--- config.mk ---
export PLATFORM = sky130hd
export DESIGN_NAME = multibit_sync_stable_n_flat
export DESIGN_NICKNAME = d
export VERILOG_FILES = /design/src/rtl/multibit_sync_stable_n_pkg.sv /design/src/rtl/multibit_sync_stable_n_if.sv /design/src/rtl/multibit_sync_stable_n_sync_chain.sv /design/src/rtl/multibit_sync_stable_n.sv /design/src/flat_wrapper.sv
export SDC_FILE = /design/constraint.sdc
export NUM_CORES = 1
export LEC_CHECK = 0
export ABC_AREA = 1
export CORE_ASPECT_RATIO = 0.7
export CORE_MARGIN = 2
export CORE_UTILIZATION = 35
export CTS_BUF_LIST = sky130_fd_sc_hd__clkbuf_4
export DETAILED_ROUTE_END_ITERATION = 10
export GPL_TIMING_DRIVEN = 0
export HOLD_SLACK_MARGIN = 0.03
export PLACE_DENSITY = 0.52
export SLEW_MARGIN = 20
export SYNTH_ARGS = -nofsm -noshare
export SYNTH_HDL_FRONTEND = slang
export SYNTH_SLANG_ARGS = --single-unit
export TNS_END_PERCENT = 50
--- constraint.sdc ---
create_clock -name clki -period 2.5 [get_ports clki]
set_input_delay 0.5 -clock clki [delete_from_list [all_inputs] [get_ports clki]]
set_output_delay 0.5 -clock clki [all_outputs]
set_load 0.01 [all_outputs]
--- src/rtl/multibit_sync_stable_n_pkg.sv ---
// Shared types and Gray-code helpers for the multi-bit stability synchronizer.
// gray2bin/bin2gray work on a fixed maximum width; callers zero-extend and truncate.
package msync_pkg;

  localparam int MSYNC_MIN_STAGES = 2;
  localparam int MSYNC_MAX_W      = 256;

  typedef enum logic {
    MS_IDLE   = 1'b0,
    MS_SETTLE = 1'b1
  } msync_state_e;

  // Leading zeros do not disturb the prefix XOR, so narrower words convert correctly.
  function automatic logic [MSYNC_MAX_W-1:0] gray2bin(input logic [MSYNC_MAX_W-1:0] g);
    logic [MSYNC_MAX_W-1:0] b;
    b[MSYNC_MAX_W-1] = g[MSYNC_MAX_W-1];
    for (int i = MSYNC_MAX_W - 2; i >= 0; i--) begin
      b[i] = b[i+1] ^ g[i];
    end
    return b;
  endfunction

  function automatic logic [MSYNC_MAX_W-1:0] bin2gray(input logic [MSYNC_MAX_W-1:0] b);
    return b ^ (b >> 1);
  endfunction

endpackage

--- src/rtl/multibit_sync_stable_n_if.sv ---
// Bus bundle for the multi-bit synchronizer: async input word and published outputs.
// slave = synchronizer side, master = producer/consumer side.
interface msync_if #(
  parameter int DW = 32
);
  logic [DW-1:0] async_data_i;
  logic [DW-1:0] sync_data_o;
  logic          sync_upd_o;
  logic          busy_o;

  modport slave (
    input  async_data_i,
    output sync_data_o,
    output sync_upd_o,
    output busy_o
  );

  modport master (
    output async_data_i,
    input  sync_data_o,
    input  sync_upd_o,
    input  busy_o
  );
endinterface

--- src/rtl/multibit_sync_stable_n_sync_chain.sv ---
// Single-bit synchronizer: STAGES flops in series on clki, async reset to 0.
module sync_chain_n #(
  parameter int STAGES = 2
) (
  input  logic clki,
  input  logic rstn,
  input  logic d_i,
  output logic q_o
);

  logic [STAGES-1:0] s_q;

  always_ff @(posedge clki or negedge rstn) begin
    if (!rstn) begin
      s_q <= '0;
    end else begin
      s_q <= {s_q[STAGES-2:0], d_i};
    end
  end

  assign q_o = s_q[STAGES-1];

endmodule

--- src/rtl/multibit_sync_stable_n.sv ---
// Multi-bit synchronizer with stability qualifier and one-cycle update strobe.
// Build option MSYNC_GRAY_DECODE_EN: input is Gray-coded, published word is binary.
module multibit_sync_stable_n
  import msync_pkg::*;
#(
  parameter int DW         = 32,
  parameter int STAGES     = 2,
  parameter int STABLE_CYC = 2
) (
  input  logic   clki,
  input  logic   rstn,
  msync_if.slave bus
);

  localparam int            CW      = $clog2(STABLE_CYC + 1);
  localparam logic [CW-1:0] CNT_MAX = CW'(STABLE_CYC);

  if (STAGES < MSYNC_MIN_STAGES) begin : g_bad_stages
    $error("multibit_sync_stable_n: STAGES must be >= 2");
  end
  if (STABLE_CYC < 1) begin : g_bad_stable
    $error("multibit_sync_stable_n: STABLE_CYC must be >= 1");
  end

  logic [DW-1:0] samp;
  logic [DW-1:0] cand_q,    cand_d;
  logic [DW-1:0] data_q,    data_d;
  logic [DW-1:0] pub_raw,   pub_raw_d;
  logic [CW-1:0] cnt_q,     cnt_d;
  logic          qual_q,    qual_d;
  logic          upd_q;
  logic          publish;
  logic          busy;
  msync_state_e  state_q,   state_d;

  for (genvar gi = 0; gi < DW; gi++) begin : sync_chain
    sync_chain_n #(.STAGES(STAGES)) u_bit (
      .clki (clki),
      .rstn (rstn),
      .d_i  (bus.async_data_i[gi]),
      .q_o  (samp[gi])
    );
  end

  always_comb begin
    cand_d = cand_q;
    cnt_d  = cnt_q;
    if (samp != cand_q) begin
      cand_d = samp;
      cnt_d  = '0;
    end else if (cnt_q != CNT_MAX) begin
      cnt_d = cnt_q + 1'b1;
    end
  end

  // Qualification is registered so the publish decision never sees a half-updated candidate.
  assign qual_d    = (samp == cand_q) && (cnt_q == CNT_MAX);
  assign publish   = qual_q && (cand_q != pub_raw);
  assign pub_raw_d = publish ? cand_q : pub_raw;

`ifdef MSYNC_GRAY_DECODE_EN
  if (DW > MSYNC_MAX_W) begin : g_bad_width
    $error("multibit_sync_stable_n: DW exceeds MSYNC_MAX_W for Gray decode");
  end

  logic [DW-1:0] pub_gray_q;

  always_ff @(posedge clki or negedge rstn) begin
    if (!rstn) begin
      pub_gray_q <= '0;
    end else begin
      pub_gray_q <= pub_raw_d;
    end
  end

  assign pub_raw = pub_gray_q;
  assign data_d  = publish ? DW'(gray2bin(MSYNC_MAX_W'(cand_q))) : data_q;
`else
  assign pub_raw = data_q;
  assign data_d  = publish ? cand_q : data_q;
`endif

  always_ff @(posedge clki or negedge rstn) begin
    if (!rstn) begin
      cand_q <= '0;
      cnt_q  <= '0;
      qual_q <= 1'b0;
      data_q <= '0;
      upd_q  <= 1'b0;
    end else begin
      cand_q <= cand_d;
      cnt_q  <= cnt_d;
      qual_q <= qual_d;
      data_q <= data_d;
      upd_q  <= publish;
    end
  end

  always_ff @(posedge clki or negedge rstn) begin
    if (!rstn) begin
      state_q <= MS_IDLE;
    end else begin
      state_q <= state_d;
    end
  end

  always_comb begin
    state_d = state_q;
    case (state_q)
      MS_IDLE:   if (cand_d != pub_raw_d) state_d = MS_SETTLE;
      MS_SETTLE: if (cand_d == pub_raw_d) state_d = MS_IDLE;
      default:   state_d = MS_IDLE;
    endcase
  end

  always_comb begin
    busy = (state_q == MS_SETTLE);
  end

  assign bus.sync_data_o = data_q;
  assign bus.sync_upd_o  = upd_q;
  assign bus.busy_o      = busy;

endmodule
--- src/flat_wrapper.sv ---
// flat-port wrapper written by rule: the top's interface ports become plain ports
module multibit_sync_stable_n_flat import msync_pkg::*;
#(
  parameter int DW         = 32,
  parameter int STAGES     = 2,
  parameter int STABLE_CYC = 2
)
  (clki, rstn, bus_async_data_i, bus_sync_data_o, bus_sync_upd_o, bus_busy_o);
  msync_if #(.DW(DW)) bus_i ();
  input  logic clki;
  input  logic rstn;
  input wire logic [$bits(bus_i.async_data_i)-1:0] bus_async_data_i;
  output wire logic [$bits(bus_i.sync_data_o)-1:0] bus_sync_data_o;
  output wire logic [$bits(bus_i.sync_upd_o)-1:0] bus_sync_upd_o;
  output wire logic [$bits(bus_i.busy_o)-1:0] bus_busy_o;
  assign bus_i.async_data_i = bus_async_data_i;
  assign bus_sync_data_o = bus_i.sync_data_o;
  assign bus_sync_upd_o = bus_i.sync_upd_o;
  assign bus_busy_o = bus_i.busy_o;
  multibit_sync_stable_n #(.DW(DW), .STAGES(STAGES), .STABLE_CYC(STABLE_CYC)) u_core (.clki(clki), .rstn(rstn), .bus(bus_i));
endmodule
# Word level (Yosys, flattened, before mapping)
# Cells that the tools add are included.
# classes
add_sub_neg,1
n_eq_ne,7
n_mux,7
n_bitwise,1
reduce_logical,3
# op_table
operator,count
inequality test 32 bit,3
== test 32 bit,2
2-to-1 mux 32 bit,2
2-to-1 mux 2 bit,2
"adder 2 x 1 -> 2 bit, second input constant",1
"== test 2 bit, second input constant",1
logical AND 1 bit,2
2-to-1 mux 1 bit,2
"inequality test 2 bit, second input constant",1
case mux 1 bit (2 select lines),1
nonzero test 2 bit,1
NOT 1 bit,1
# totals
register_bits,133
input_bits,34
out_inout_bits,34
elab_cells,57

# Logic depth before layout (Yosys ltp)
# Gate-level depths: netlist (run 1).
# logic_depth
ltp_word,6
ltp_mapped,20
mapped_depth_nobuf,19

# Hierarchy
# A second synthesis (run 1) with hierarchy kept.
# unflattened
hier_cells,606
hier_area_um2,5590.4
# by_module_without_submodules
module,n_inst,cells_per_inst,area_each_um2,seq_area_each_um2
multibit_sync_stable_n,1,542,3988.8,1726.7
sync_chain_n,32,2,50.0,50.0

# Worst setup path after synthesis (run 1)
# No wires, ideal clock.
# synth_timing
path_kind,reg-to-reg
startpoint,reg u_core.data_q[30] (netlist: u_core.bus.sync_data_o[30])
endpoint,reg u_core.state_q (netlist: u_core.bus.busy_o)
setup_time_ns,0.119
arrival_time_ns,1.755
required_time_ns,2.381
path_slack_ns,0.626
stages_incl_launch_ff,18
path_buffers,1
period_less_slack_ns,1.874
path_cell_list,dfrtp_1 xnor2_1 nand2_1 nor2_1 nand2_1 nor2_2 nand2_4 nand2_4 buf_8 nand2_1 nand2_2 nand2_1 nand2_1 nand2_1 nor2_1 nand2_1 nor2_1 nand2_1
# synth_between
elab_chain_cells,6
elab_cells_between_ends,8
cone_classes,eq/ne (3); mux (4); reduce/logical (1)
# synth_rtl
element,line_no,text
"start, declared",multibit_sync_stable_n.sv:27,"logic [DW-1:0] data_q, data_d;"
"start signal, assigned",multibit_sync_stable_n.sv:94,data_q <= data_d;
inequality test 32 bit,multibit_sync_stable_n.sv:58,assign publish = qual_q && (cand_q != pub_raw);
logical AND 1 bit,multibit_sync_stable_n.sv:58,
2-to-1 mux 32 bit (*),multibit_sync_stable_n.sv:59,assign pub_raw_d = publish ? cand_q : pub_raw;
== test 32 bit / inequality test 32 bit (equally long branches),"multibit_sync_stable_n.sv:111, multibit_sync_stable_n.sv:110",
2-to-1 mux 1 bit (on tied branches),"multibit_sync_stable_n.sv:111, multibit_sync_stable_n.sv:110",
case mux 1 bit (2 select lines) (*),multibit_sync_stable_n.sv:109,case (state_q)
named net u_core.state_d,multibit_sync_stable_n.sv:34,"msync_state_e state_q, state_d;"
"end signal, assigned",multibit_sync_stable_n.sv:103,state_q <= state_d;
"end, declared",multibit_sync_stable_n.sv:34,
# The timed path passes the listed nets; every way through them passes the cells marked *.
# A chain may end at the register's enable or synchronous reset.

# Final worst setup path (run 1)
# layout_timing
startpoint,reg u_core.data_q[31] (netlist: u_core.bus.sync_data_o[31])
endpoint,reg u_core.state_q (netlist: u_core.bus.busy_o)
# layout_between
elab_chain_cells,6
elab_cells_between_ends,8
cone_classes,eq/ne (3); mux (4); reduce/logical (1)
# layout_rtl
element,line_no,text
inequality test 32 bit (*),multibit_sync_stable_n.sv:58,
logical AND 1 bit (*),multibit_sync_stable_n.sv:58,
named net u_core.publish,multibit_sync_stable_n.sv:32,logic publish;
2-to-1 mux 32 bit (*),multibit_sync_stable_n.sv:59,
== test 32 bit / inequality test 32 bit (equally long branches),"multibit_sync_stable_n.sv:111, multibit_sync_stable_n.sv:110",
2-to-1 mux 1 bit (on tied branches),"multibit_sync_stable_n.sv:111, multibit_sync_stable_n.sv:110",
case mux 1 bit (2 select lines) (*),multibit_sync_stable_n.sv:109,
named net u_core.state_d,multibit_sync_stable_n.sv:34,
# Marks and branches as above.

==> impl_metrics.ini, run 1 <==
[run_status]
status = finished, final reports clean

[logic_synthesis]
yosysWarningCount = 0
synth_xor_area_share_pct = 7.470
synth_top_cell_by_area = dfrtp_1
synth_cell_type_count = 25
synthSimpleGateAreaFrac_pct = 25.54
synthTopCellsByArea = dfrtp_1 59%, nand2_1 13%, nand3_1 5.7%
synth_top_family_by_area = simple AND/OR/NAND/NOR gates
syn_nets = 650
yosysTopAreaCellShare_pct = 59.14
syn_avg_cell_area_um2 = 9.151
yosysSeqAreaShare_pct = 59.14
synth_seq_cells = 133
synthMuxAreaShare_pct = 0
syn-cell-area_um2 = 5628
synthAdderAreaFrac_pct = 0.2223
netlist_instances = 615
synth_compound_area_share_pct = 0.2223

[floorplanning]
core-area_um2 = 15600
rows = 38
die-area_um2 = 17130
die_w_um = 155.6
start_util_pct = 36.09
fp.dieH_um = 110.1
ioPinCount = 68

[grt]
grt_use_total_pct = 15.97
overflow = 0
antenna_found_initial = 0
grt_pass1_vias = 4118
grt_max_degree = 74
grt_pass1_wl_mm = 20.53

[setup_path]
start_kind = register
crit_path_cell_trace = xnor2_2 -> nand2_1 -> nor2_1 -> nand2_1 -> nor2_4 -> nand2_4 -> nand2_8 -> clkinvlp_4 -> nand2_2 -> nand3_2 -> nand2_1 -> nand2_2 -> nor2_2 -> nand2_1 -> nor2_1 -> nand2_1
crit_arrival_ns = 2.81
worstReg2RegStart = u_core.bus.sync_data_o[31]$_DFF_PN0_
critPathCaptureType = register
crit_required_ns = 2.93
worstReg2RegEnd = u_core.bus.busy_o$_DFF_PN0_
r2r_slack_ns = 0.12
crit_type = reg2reg
slowest_stage = dfrtp_1
path_buf_inv = 1
crit_fanout = 8
critPathTopFamily = simple AND/OR/NAND/NOR gates
r2r_cells = 16
critPathMaxStageDelay_ns = 0.45
crit_top_cell = nand2_1

[route]
drc = 0
num_vias = 4203
vias_per_cell = 4.515
postRouteAntennaNets = 0
routedWlPerCell_um = 13.93
routed_wl_mm = 12.97
firstDrtPassIters = 4
first_iter_violations = 157

[worst_hold_path]
hold_path_end = u_core.sync_chain[18].u_bit.s_q[1]$_DFF_PN0_
worstHoldStart = u_core.sync_chain[18].u_bit.s_q[0]$_DFF_PN0_
hold_depth = 0
hp-class = reg2reg

[finish]
nets = 754
syn_to_final_growth_pct = 25.14
mostFrequentLayoutCells = 194 x nand2_1, 133 x dfrtp_1, 66 x clkdlybuf4s50_1
antenna_cells = 0
nFillCells = 1482
drive_gt1_share_pct = 11.90
layout_commonest_cell = nand2_1

[sta]
finClkSkew_ns = 0.01750
worstMarginPinSlew_ns = 0.6420
drv_slew = 0
relSlewSlack_pct = 56.81
finalCriticalPeriod_ns = 2.378
hold_ws_ns = 0.3451
finalSetupViolCount = 0
hold_violations = 0
period_share_pct = 95.10
max_freq_mhz = 420.6
rsz0062_at_grt = yes

[clocking]
cts_sinks = 133
cts_inserted_buffers = 17
cts_tree = yes
clock_latency_ns = 0.53
clk_path_buf_depth = 2
cts_root_buf = clkbuf_4
h-tree-depth = 4
cts.clk_slew.worst_paths_ns = 0.13

[placement]
gp_routability_congestion = 0.8021
hpwl_mm = 8.879
port_buffers = 67

[power]
ir_drop_v = 0.0002439
powerDensity_nw_per_um2 = 554.8
p_leak_nw = 3.379
report.power.total_mw = 3.907

[flow_run]
cap_violations = 0
[registers in the layout, summed over array words and instances, names as in the netlist]
signal	cells
u_core.bus.busy_o	1
u_core.sync_chain.u_bit.s_q	64
u_core.cnt_q	2
u_core.bus.sync_upd_o	1
u_core.cand_q	32
u_core.qual_q	1
u_core.bus.sync_data_o	32
[through the flow]
stage	instances	util (%)	area (um2)	TNS [ns]	setup WS, ns
after CTS	915	43.91	6848	0	0.08446
final	931	45.16	7043	0	0.1225
after floorplan	615	-	5628	0	0.6261
after global routing	931	45.16	7043	-0.09550	-0.09550
after detailed placement	883	42.20	6581	0	0.1289
after global placement	882	41.99	6549	-585.97	-4.420
[cell usage after synthesis]
cell / number
nand2_1: 201
dfrtp_1: 133
nand3_1: 64
inv_1: 59
clkbuf_1: 32
xnor2_1: 27
nor2_1: 23
xor2_1: 21
nand3b_1: 16
nand2_2: 7
nand4_1: 5
buf_1: 4
nor4_1: 4
buf_2: 3
nor3_1: 3
buf_4: 2
nand2_4: 2
nor2_2: 2
a21oi_1: 1
buf_6: 1
buf_8: 1
ha_1: 1
inv_2: 1
o31ai_1: 1
or2_2: 1
[worst max path at each step]
stage                                                         endpoint  cells after the start                                  from  slack (ns)
after floorplan                            u_core.bus.busy_o$_DFF_PN0_                     17  u_core.bus.sync_data_o[30]$_DFF_PN0_        0.63
after global placement    u_core.sync_chain[29].u_bit.s_q[0]$_DFF_PN0_                      1                                  rstn       -4.42
after global routing                       u_core.bus.busy_o$_DFF_PN0_                     18           u_core.cand_q[28]$_DFF_PN0_        -0.1
after CTS                                  u_core.bus.busy_o$_DFF_PN0_                     17  u_core.bus.sync_data_o[20]$_DFF_PN0_        0.08
after detailed placement                   u_core.bus.busy_o$_DFF_PN0_                     17  u_core.bus.sync_data_o[21]$_DFF_PN0_        0.13
final                                      u_core.bus.busy_o$_DFF_PN0_                     16  u_core.bus.sync_data_o[31]$_DFF_PN0_        0.12
[layer usage]
layer  global-route usage (%)  part of all wire (%)  vias to the layer above
li1                         -                     -                     2085
met1                    22.68                    51                     2013
met2                    23.67                    43                       94
met3                    4.613                   4.8                       11
met4                    5.111                   1.1                        0
met5                        0                     0                        -
[logic make-up after synthesis]
| logic type | count (synthesis) |
|---|---|
| simple gates | 328 |
| compound gates | 2 |
| flops | 133 |
| xor+xnor | 48 |
| buf+inv | 103 |
| fa+ha+maj | 1 |
[repair_timing]
action,CTS,global route
hold endpoints to repair,60,0
gates resized for setup,0,22
endpoints found under the setup margin,0,1
hold buffers,1,0
setup buffers,0,16
[where the power goes]
part           switching, mW  leakage (nW)  total, mW  internal (mW)
Clock                  0.853         0.135       1.35          0.497
Sequential            0.0704          1.63       2.30           2.23
Combinational          0.126          1.61      0.258          0.132
[cell type report]
class | count | area (um2) | share of cell area [%]
plain buffers | 43 | 201.4 | 2.860
clock buffers | 17 | 127.6 | 1.812
clock inverters | 14 | 128.9 | 1.830
inverters | 60 | 229.0 | 3.251
multi-input cells | 379 | 1944 | 27.61
flip-flops and latches | 133 | 3328 | 47.26
well taps | 200 | 250.2 | 3.553
repair buffers | 85 | 833.3 | 11.83
Note: power is estimated with default switching activity, not from simulation.
==> run 2: changes to the inputs <==
--- a/config.mk
+++ b/config.mk
@@ -5,7 +5,7 @@
 export SDC_FILE = /design/constraint.sdc
 export NUM_CORES = 1
 export LEC_CHECK = 0
-export ABC_AREA = 1
+export ABC_AREA = 0
 export CORE_ASPECT_RATIO = 0.7
 export CORE_MARGIN = 2
 export CORE_UTILIZATION = 35
@@ -13,7 +13,7 @@
 export DETAILED_ROUTE_END_ITERATION = 10
 export GPL_TIMING_DRIVEN = 0
 export HOLD_SLACK_MARGIN = 0.03
-export PLACE_DENSITY = 0.52
+export PLACE_DENSITY = 0.53
 export SLEW_MARGIN = 20
 export SYNTH_ARGS = -nofsm -noshare
 export SYNTH_HDL_FRONTEND = slang
==> run 2 against run 1 <==
Critical endpoint unchanged. Critical path depth shrank 8. Clock power grew 10%. The flow now finishes with violations (negative setup slack). Power grew 3.0%. Synthesized area shrank 9.0%.
==> impl_metrics.ini, run 2 <==
[run_status]
status = complete, but fails checks
violations = negative setup slack

[setup_path]
crit_type = reg2reg
worstReg2RegStart = u_core.bus.sync_data_o[11]$_DFF_PN0_
critPathMaxStageDelay_ns = 0.48
crit_arrival_ns = 2.90
r2r_cells = 8
critPathCaptureType = register
slowest_stage = dfrtp_2
crit_required_ns = 2.89
crit_top_cell = nand4_1
crit_path_cell_trace = xor2_2 -> nor4_2 -> nand4_1 -> o21ai_4 -> buf_6 -> mux2_4 -> o2bb2a_2 -> nand4_1
endpoint = u_core.bus.busy_o$_DFF_PN0_
crit_cells = 8
r2r_slack_ns = -0.01
start_kind = register
worstReg2RegEnd = u_core.bus.busy_o$_DFF_PN0_
path_buf_inv = 1
critPathTopFamily = simple AND/OR/NAND/NOR gates
crit_fanout = 5
crit_start = u_core.bus.sync_data_o[11]$_DFF_PN0_

[route]
num_vias = 3163
routedWlPerCell_um = 16.31
postRouteAntennaNets = 0
drc = 0
routed_wl_mm = 11.65
vias_per_cell = 4.430
first_iter_violations = 182
firstDrtPassIters = 4

[logic_synthesis]
synthFlopType = dfrtp_1
synth_seq_cells = 133
syn_nets = 450
synth_cell_type_count = 35
synthTopCellsByArea = dfrtp_1 65%, xor2_1 14%, nand2_1 5.1%
async_flop_share_pct = 100.0
synth.top_cells.by_count = 133 x dfrtp_1, 83 x xor2_1, 69 x nand2_1
yosysSeqAreaShare_pct = 65.00
yosysMostFrequentCell = dfrtp_1
syn_avg_cell_area_um2 = 12.34
synth-edff-count = 0
netlist_instances = 415
syn-cell-area_um2 = 5120
yosysWarningCount = 0
synth_top_cell_by_area = dfrtp_1
yosysTopAreaCellShare_pct = 65.00

[sta]
drv_slew = 0
period_share_pct = 100.6
finalSetupViolCount = 1
max_freq_mhz = 397.8
relSlewSlack_pct = 69.17
hold_violations = 0
finalCriticalPeriod_ns = 2.514
worstMarginPinSlew_ns = 0.4582
finClkSkew_ns = 0.02345
setup_slack_ns = -0.01412

[power]
pwr-share-seq_pct = 57.2
swShare_pct = 24.36
ir_drop_v = 0.0002727
p_leak_nw = 3.055
powerDensity_nw_per_um2 = 615.2
p_int_mw = 3.043
p_switching_uw = 980.1
power_frac_clock_pct = 37.0
combPwrFrac_pct = 5.8

[finish]
mostFrequentLayoutCells = 131 x dfrtp_1, 82 x xor2_1, 69 x nand2_1
antenna_cells = 0
nets = 546
largest_register_ff_count = 64
layout_commonest_cell = dfrtp_1
drive_gt1_share_pct = 13.74
syn_to_final_growth_pct = 27.74
fin_area_um2 = 6540
largest-register = u_core.sync_chain.u_bit.s_q

[clocking]
clk_path_buf_depth = 2
cts.clk_slew.worst_paths_ns = 0.12
cts_inserted_buffers = 17
cts_tree = yes
cts_root_buf = clkbuf_4
h-tree-depth = 4
clock_latency_ns = 0.52
cts_sinks = 133

[grt]
grt_pass1_vias = 3332
grt_max_degree = 92
grt_pass1_wl_mm = 18.37
overflow = 0
grt_use_total_pct = 15.85
antenna_found_initial = 0

[floorplanning]
fp.dieH_um = 105.2
die-area_um2 = 15630
start_util_pct = 36.32
rows = 36
core-area_um2 = 14100
die_w_um = 148.6
ioPinCount = 68

[placement]
placed_area_um2 = 6061
pre_cts_slack_ns = -0.09184
gp_routability_congestion = 0.8742
hpwl_mm = 8.333
port_buffers = 67

[flow_run]
cap_violations = 0

[worst_hold_path]
hp-class = reg2reg
## run 2: cell families (layout without fill, tap and decap cells)
| logic type | Yosys count | in the layout | synth area share (%) |
|---|---|---|---|
| AO/OA/AOI/OAI | 24 | 24 | 3.837 |
| buffers and inverters | 54 | 163 | 4.472 |
| XOR/XNOR | 84 | 84 | 14.37 |
| adder cells (fa/ha/maj) | 1 | 1 | 0.2443 |
| multiplexers | 8 | 8 | 1.735 |
| AND/OR/NAND/NOR | 111 | 111 | 10.34 |
| flip-flops | 133 | 133 | 65.00 |
## run 2: repair_timing
item | CTS | global route
cloned | 0 | 1
setup endpoints to repair | 1 | 1
pin swaps | 1 | 6
hold endpoints to repair | 42 | 0
buffers inserted | 3 | 4
gates resized for setup | 1 | 18
hold buffers | 1 | 0
## run 2: through the flow
step                      std cells  total power, mW  setup TNS [ns]  hold slack [ns]  util, %
final                           714            4.023        -0.01412           0.3568    46.39
after global routing            714            4.216        -0.01254           0.3501    46.39
after CTS                       709            4.072               0           0.3593    45.46
after detailed placement        673            2.573        -0.09184           0.3347    42.99
after global placement          672            2.566         -574.98           0.3321    42.76
after floorplan                 415            2.424               0           0.2044        -
## run 2: per-layer routing
layer	global-route usage, %	wire (um)
met5	0	0
met4	4.286	82
met2	21.20	4738
met3	4.279	504
met1	24.89	6322
## run 2: worst min path at each step
| stage | startpoint | to | slack [ns] | cells past startpoint |
|---|---|---|---|---|
| 2_1_floorplan | rstn | u_core.bus.busy_o$_DFF_PN0_ | 0.20 | 0 |
| 3_3_place_gp | u_core.sync_chain[25].u_bit.s_q[0]$_DFF_PN0_ | u_core.sync_chain[25].u_bit.s_q[1]$_DFF_PN0_ | 0.33 | 0 |
| 3_5_place_dp | u_core.sync_chain[0].u_bit.s_q[0]$_DFF_PN0_ | u_core.sync_chain[0].u_bit.s_q[1]$_DFF_PN0_ | 0.33 | 0 |
| 4_1_cts | bus_async_data_i[20] | u_core.sync_chain[20].u_bit.s_q[0]$_DFF_PN0_ | 0.36 | 1 |
| 5_1_grt | bus_async_data_i[20] | u_core.sync_chain[20].u_bit.s_q[0]$_DFF_PN0_ | 0.35 | 1 |
| 6_report | u_core.sync_chain[27].u_bit.s_q[0]$_DFF_PN0_ | u_core.sync_chain[27].u_bit.s_q[1]$_DFF_PN0_ | 0.36 | 0 |
## run 2: area by class of cell
cell class,instances,area [um2]
buffer,38,172.7
inverter,16,60.06
clock buffer,18,135.1
fill,1301,7559
sequential,133,3331
clock inverter,14,161.4
multi-input combinational,228,1632
tap,190,237.7
timing repair buffer,77,810.8
## run 2: power by group through the flow
stage | combinational (mW) | sequential (mW) | clock, mW
2_1_floorplan | 0.0991 | 2.32 | 0
5_1_grt | 0.263 | 2.31 | 1.64
3_3_place_gp | 0.223 | 2.34 | 0
6_report | 0.234 | 2.30 | 1.49
3_5_place_dp | 0.229 | 2.34 | 0
4_1_cts | 0.234 | 2.30 | 1.54
==> run 3: changes to the inputs <==
--- a/config.mk
+++ b/config.mk
@@ -11,6 +11,7 @@
 export CORE_UTILIZATION = 35
 export CTS_BUF_LIST = sky130_fd_sc_hd__clkbuf_4
 export DETAILED_ROUTE_END_ITERATION = 10
+export GPL_ROUTABILITY_DRIVEN = 0
 export GPL_TIMING_DRIVEN = 0
 export HOLD_SLACK_MARGIN = 0.03
 export PLACE_DENSITY = 0.53
==> constraint.sdc (replaced) <==
create_clock -name clki -period 2.8 [get_ports clki]
set_input_delay 0.56 -clock clki [delete_from_list [all_inputs] [get_ports clki]]
set_output_delay 0.56 -clock clki [all_outputs]
set_load 0.01 [all_outputs]
==> run 3 against run 2 <==
The flow now finishes without violations. Non-clock buffer count fell by 8. Sequential power down 10%. Critical path depth stayed put. Flip-flop and latch count did not move. Largest cell class unchanged. Largest power group unchanged.
==> impl_metrics.ini, run 3 (synthesized netlist as in run 2, its figures left out) <==
[clocking]
clk_path_buf_depth = 2
post_cts_resized = 0
clock_latency_ns = 0.51
cts_root_buf = clkbuf_4
cts_sinks = 133
cts_tree = yes
cts_inserted_buffers = 17
h-tree-depth = 4
cts.clk_slew.worst_paths_ns = 0.11

[sta]
relSlewSlack_pct = 68.03
period_share_pct = 94.18
hold_violations = 0
setup-tns-final_ns = 0
finalSetupViolCount = 0
setup_slack_ns = 0.1630
worstMarginPinSlew_ns = 0.4759
drv_slew = 0
max_freq_mhz = 379.2
rsz0062_at_grt = no
finClkSkew_ns = 0.02075
finalCriticalPeriod_ns = 2.637

[route]
routed_wl_mm = 11.34
routedWlPerCell_um = 16.09
num_vias = 3157
firstDrtPassIters = 4
vias_per_cell = 4.478
postRouteAntennaNets = 0
drc = 0
first_iter_violations = 145

[setup_path]
crit_arrival_ns = 3.02
worstReg2RegEnd = u_core.bus.busy_o$_DFF_PN0_
worstReg2RegStart = u_core.bus.sync_data_o[2]$_DFF_PN0_
crit_type = reg2reg
r2r_slack_ns = 0.16
r2r_cells = 8
start_kind = register
crit_required_ns = 3.18
critPathCaptureType = register
crit_fanout = 10

[finish]
fin_area_um2 = 6432
syn_to_final_growth_pct = 25.64
largest-register = u_core.sync_chain.u_bit.s_q
largest_register_ff_count = 64
nets = 538
utilization_pct = 45.62
antenna_cells = 0
drive_gt1_share_pct = 10.10
mostFrequentLayoutCells = 133 x dfrtp_1, 83 x xor2_1, 69 x nand2_1
layout_commonest_cell = dfrtp_1

[placement]
pre_cts_slack_ns = 0.2066
port_buffers = 67
placed_area_um2 = 6061
hpwl_mm = 8.208

[flow_run]
cap_violations = 0

[floorplanning]
fp.dieH_um = 105.2
die-area_um2 = 15630
start_util_pct = 36.32
ioPinCount = 68
die_w_um = 148.6
core-area_um2 = 14100
rows = 36

[worst_hold_path]
hp-class = reg2reg
hold_path_end = u_core.sync_chain[27].u_bit.s_q[1]$_DFF_PN0_
worstHoldStart = u_core.sync_chain[27].u_bit.s_q[0]$_DFF_PN0_
hold_depth = 0

[grt]
grt_use_total_pct = 15.89
grt_max_degree = 94
grt_pass1_vias = 3289
grt_pass1_wl_mm = 18.40
antenna_found_initial = 0
overflow = 0

[power]
ir_drop_v = 0.0002432
report.power.total_mw = 3.839
powerDensity_nw_per_um2 = 596.8
p_leak_nw = 3.004

[run_status]
status = finished, final reports clean
run 3: worst max-delay path by stage:
stage | start | end | slack (ns) | cells after the start
2_1_floorplan | u_core.bus.sync_data_o[6]$_DFF_PN0_ | u_core.bus.busy_o$_DFF_PN0_ | 0.65 | 8
3_3_place_gp | rstn | u_core.sync_chain[10].u_bit.s_q[0]$_DFF_PN0_ | -4.14 | 1
3_5_place_dp | u_core.bus.sync_data_o[2]$_DFF_PN0_ | u_core.bus.busy_o$_DFF_PN0_ | 0.21 | 8
4_1_cts | u_core.bus.sync_data_o[2]$_DFF_PN0_ | u_core.bus.busy_o$_DFF_PN0_ | 0.17 | 8
5_1_grt | u_core.bus.sync_data_o[2]$_DFF_PN0_ | u_core.bus.busy_o$_DFF_PN0_ | 0.04 | 8
6_report | u_core.bus.sync_data_o[2]$_DFF_PN0_ | u_core.bus.busy_o$_DFF_PN0_ | 0.16 | 8
run 3: area by class of cell:
| type | instances | area, um2 |
|---|---|---|
| Tap cell | 190 | 237.7 |
| Sequential cell | 133 | 3328 |
| Clock buffer | 17 | 127.6 |
| Inverter | 16 | 60.06 |
| Multi-Input combinational cell | 228 | 1563 |
| Buffer | 38 | 168.9 |
| Clock inverter | 14 | 234.0 |
| Timing Repair Buffer | 69 | 713.2 |
| Fill cell | 1308 | 7666 |
run 3: layer usage:
metal  part of all wire [%]  track usage [%]  wire length (um)
met1                     52            24.56              5935
met2                     41            21.26              4620
met3                    6.1            5.109               690
met4                   0.85            3.946                96
met5                      0                0                 0
run 3: power by group:
| group | total (mW) | internal [mW] | switching (mW) | leakage [nW] |
|---|---|---|---|---|
| logic | 0.202 | 0.102 | 0.100 | 1.18 |
| registers | 2.06 | 1.99 | 0.0656 | 1.63 |
| clock network | 1.58 | 0.881 | 0.700 | 0.191 |
run 3: critical path: stages (launching register included):
cell and delay [ns]:
dfrtp_1 0.46, xor2_1 0.17, nor4_1 0.40, nand4_1 0.27, o21ai_4 0.33, buf_6 0.21, mux2_2 0.36, a22oi_1 0.19
nand4_1 0.13
run 3: per-stage QoR:
step | std cells | hold WS (ns)
floorplan | 415 | 0.2644
global placement | 672 | 0.3322
detailed placement | 673 | 0.3355
CTS | 705 | 0.3627
global route | 705 | 0.3660
finish | 705 | 0.3577
run 3: what timing repair did:
item	in CTS	in global routing
buffers inserted	0	0
hold endpoints to repair	40	0
hold buffers	1	0
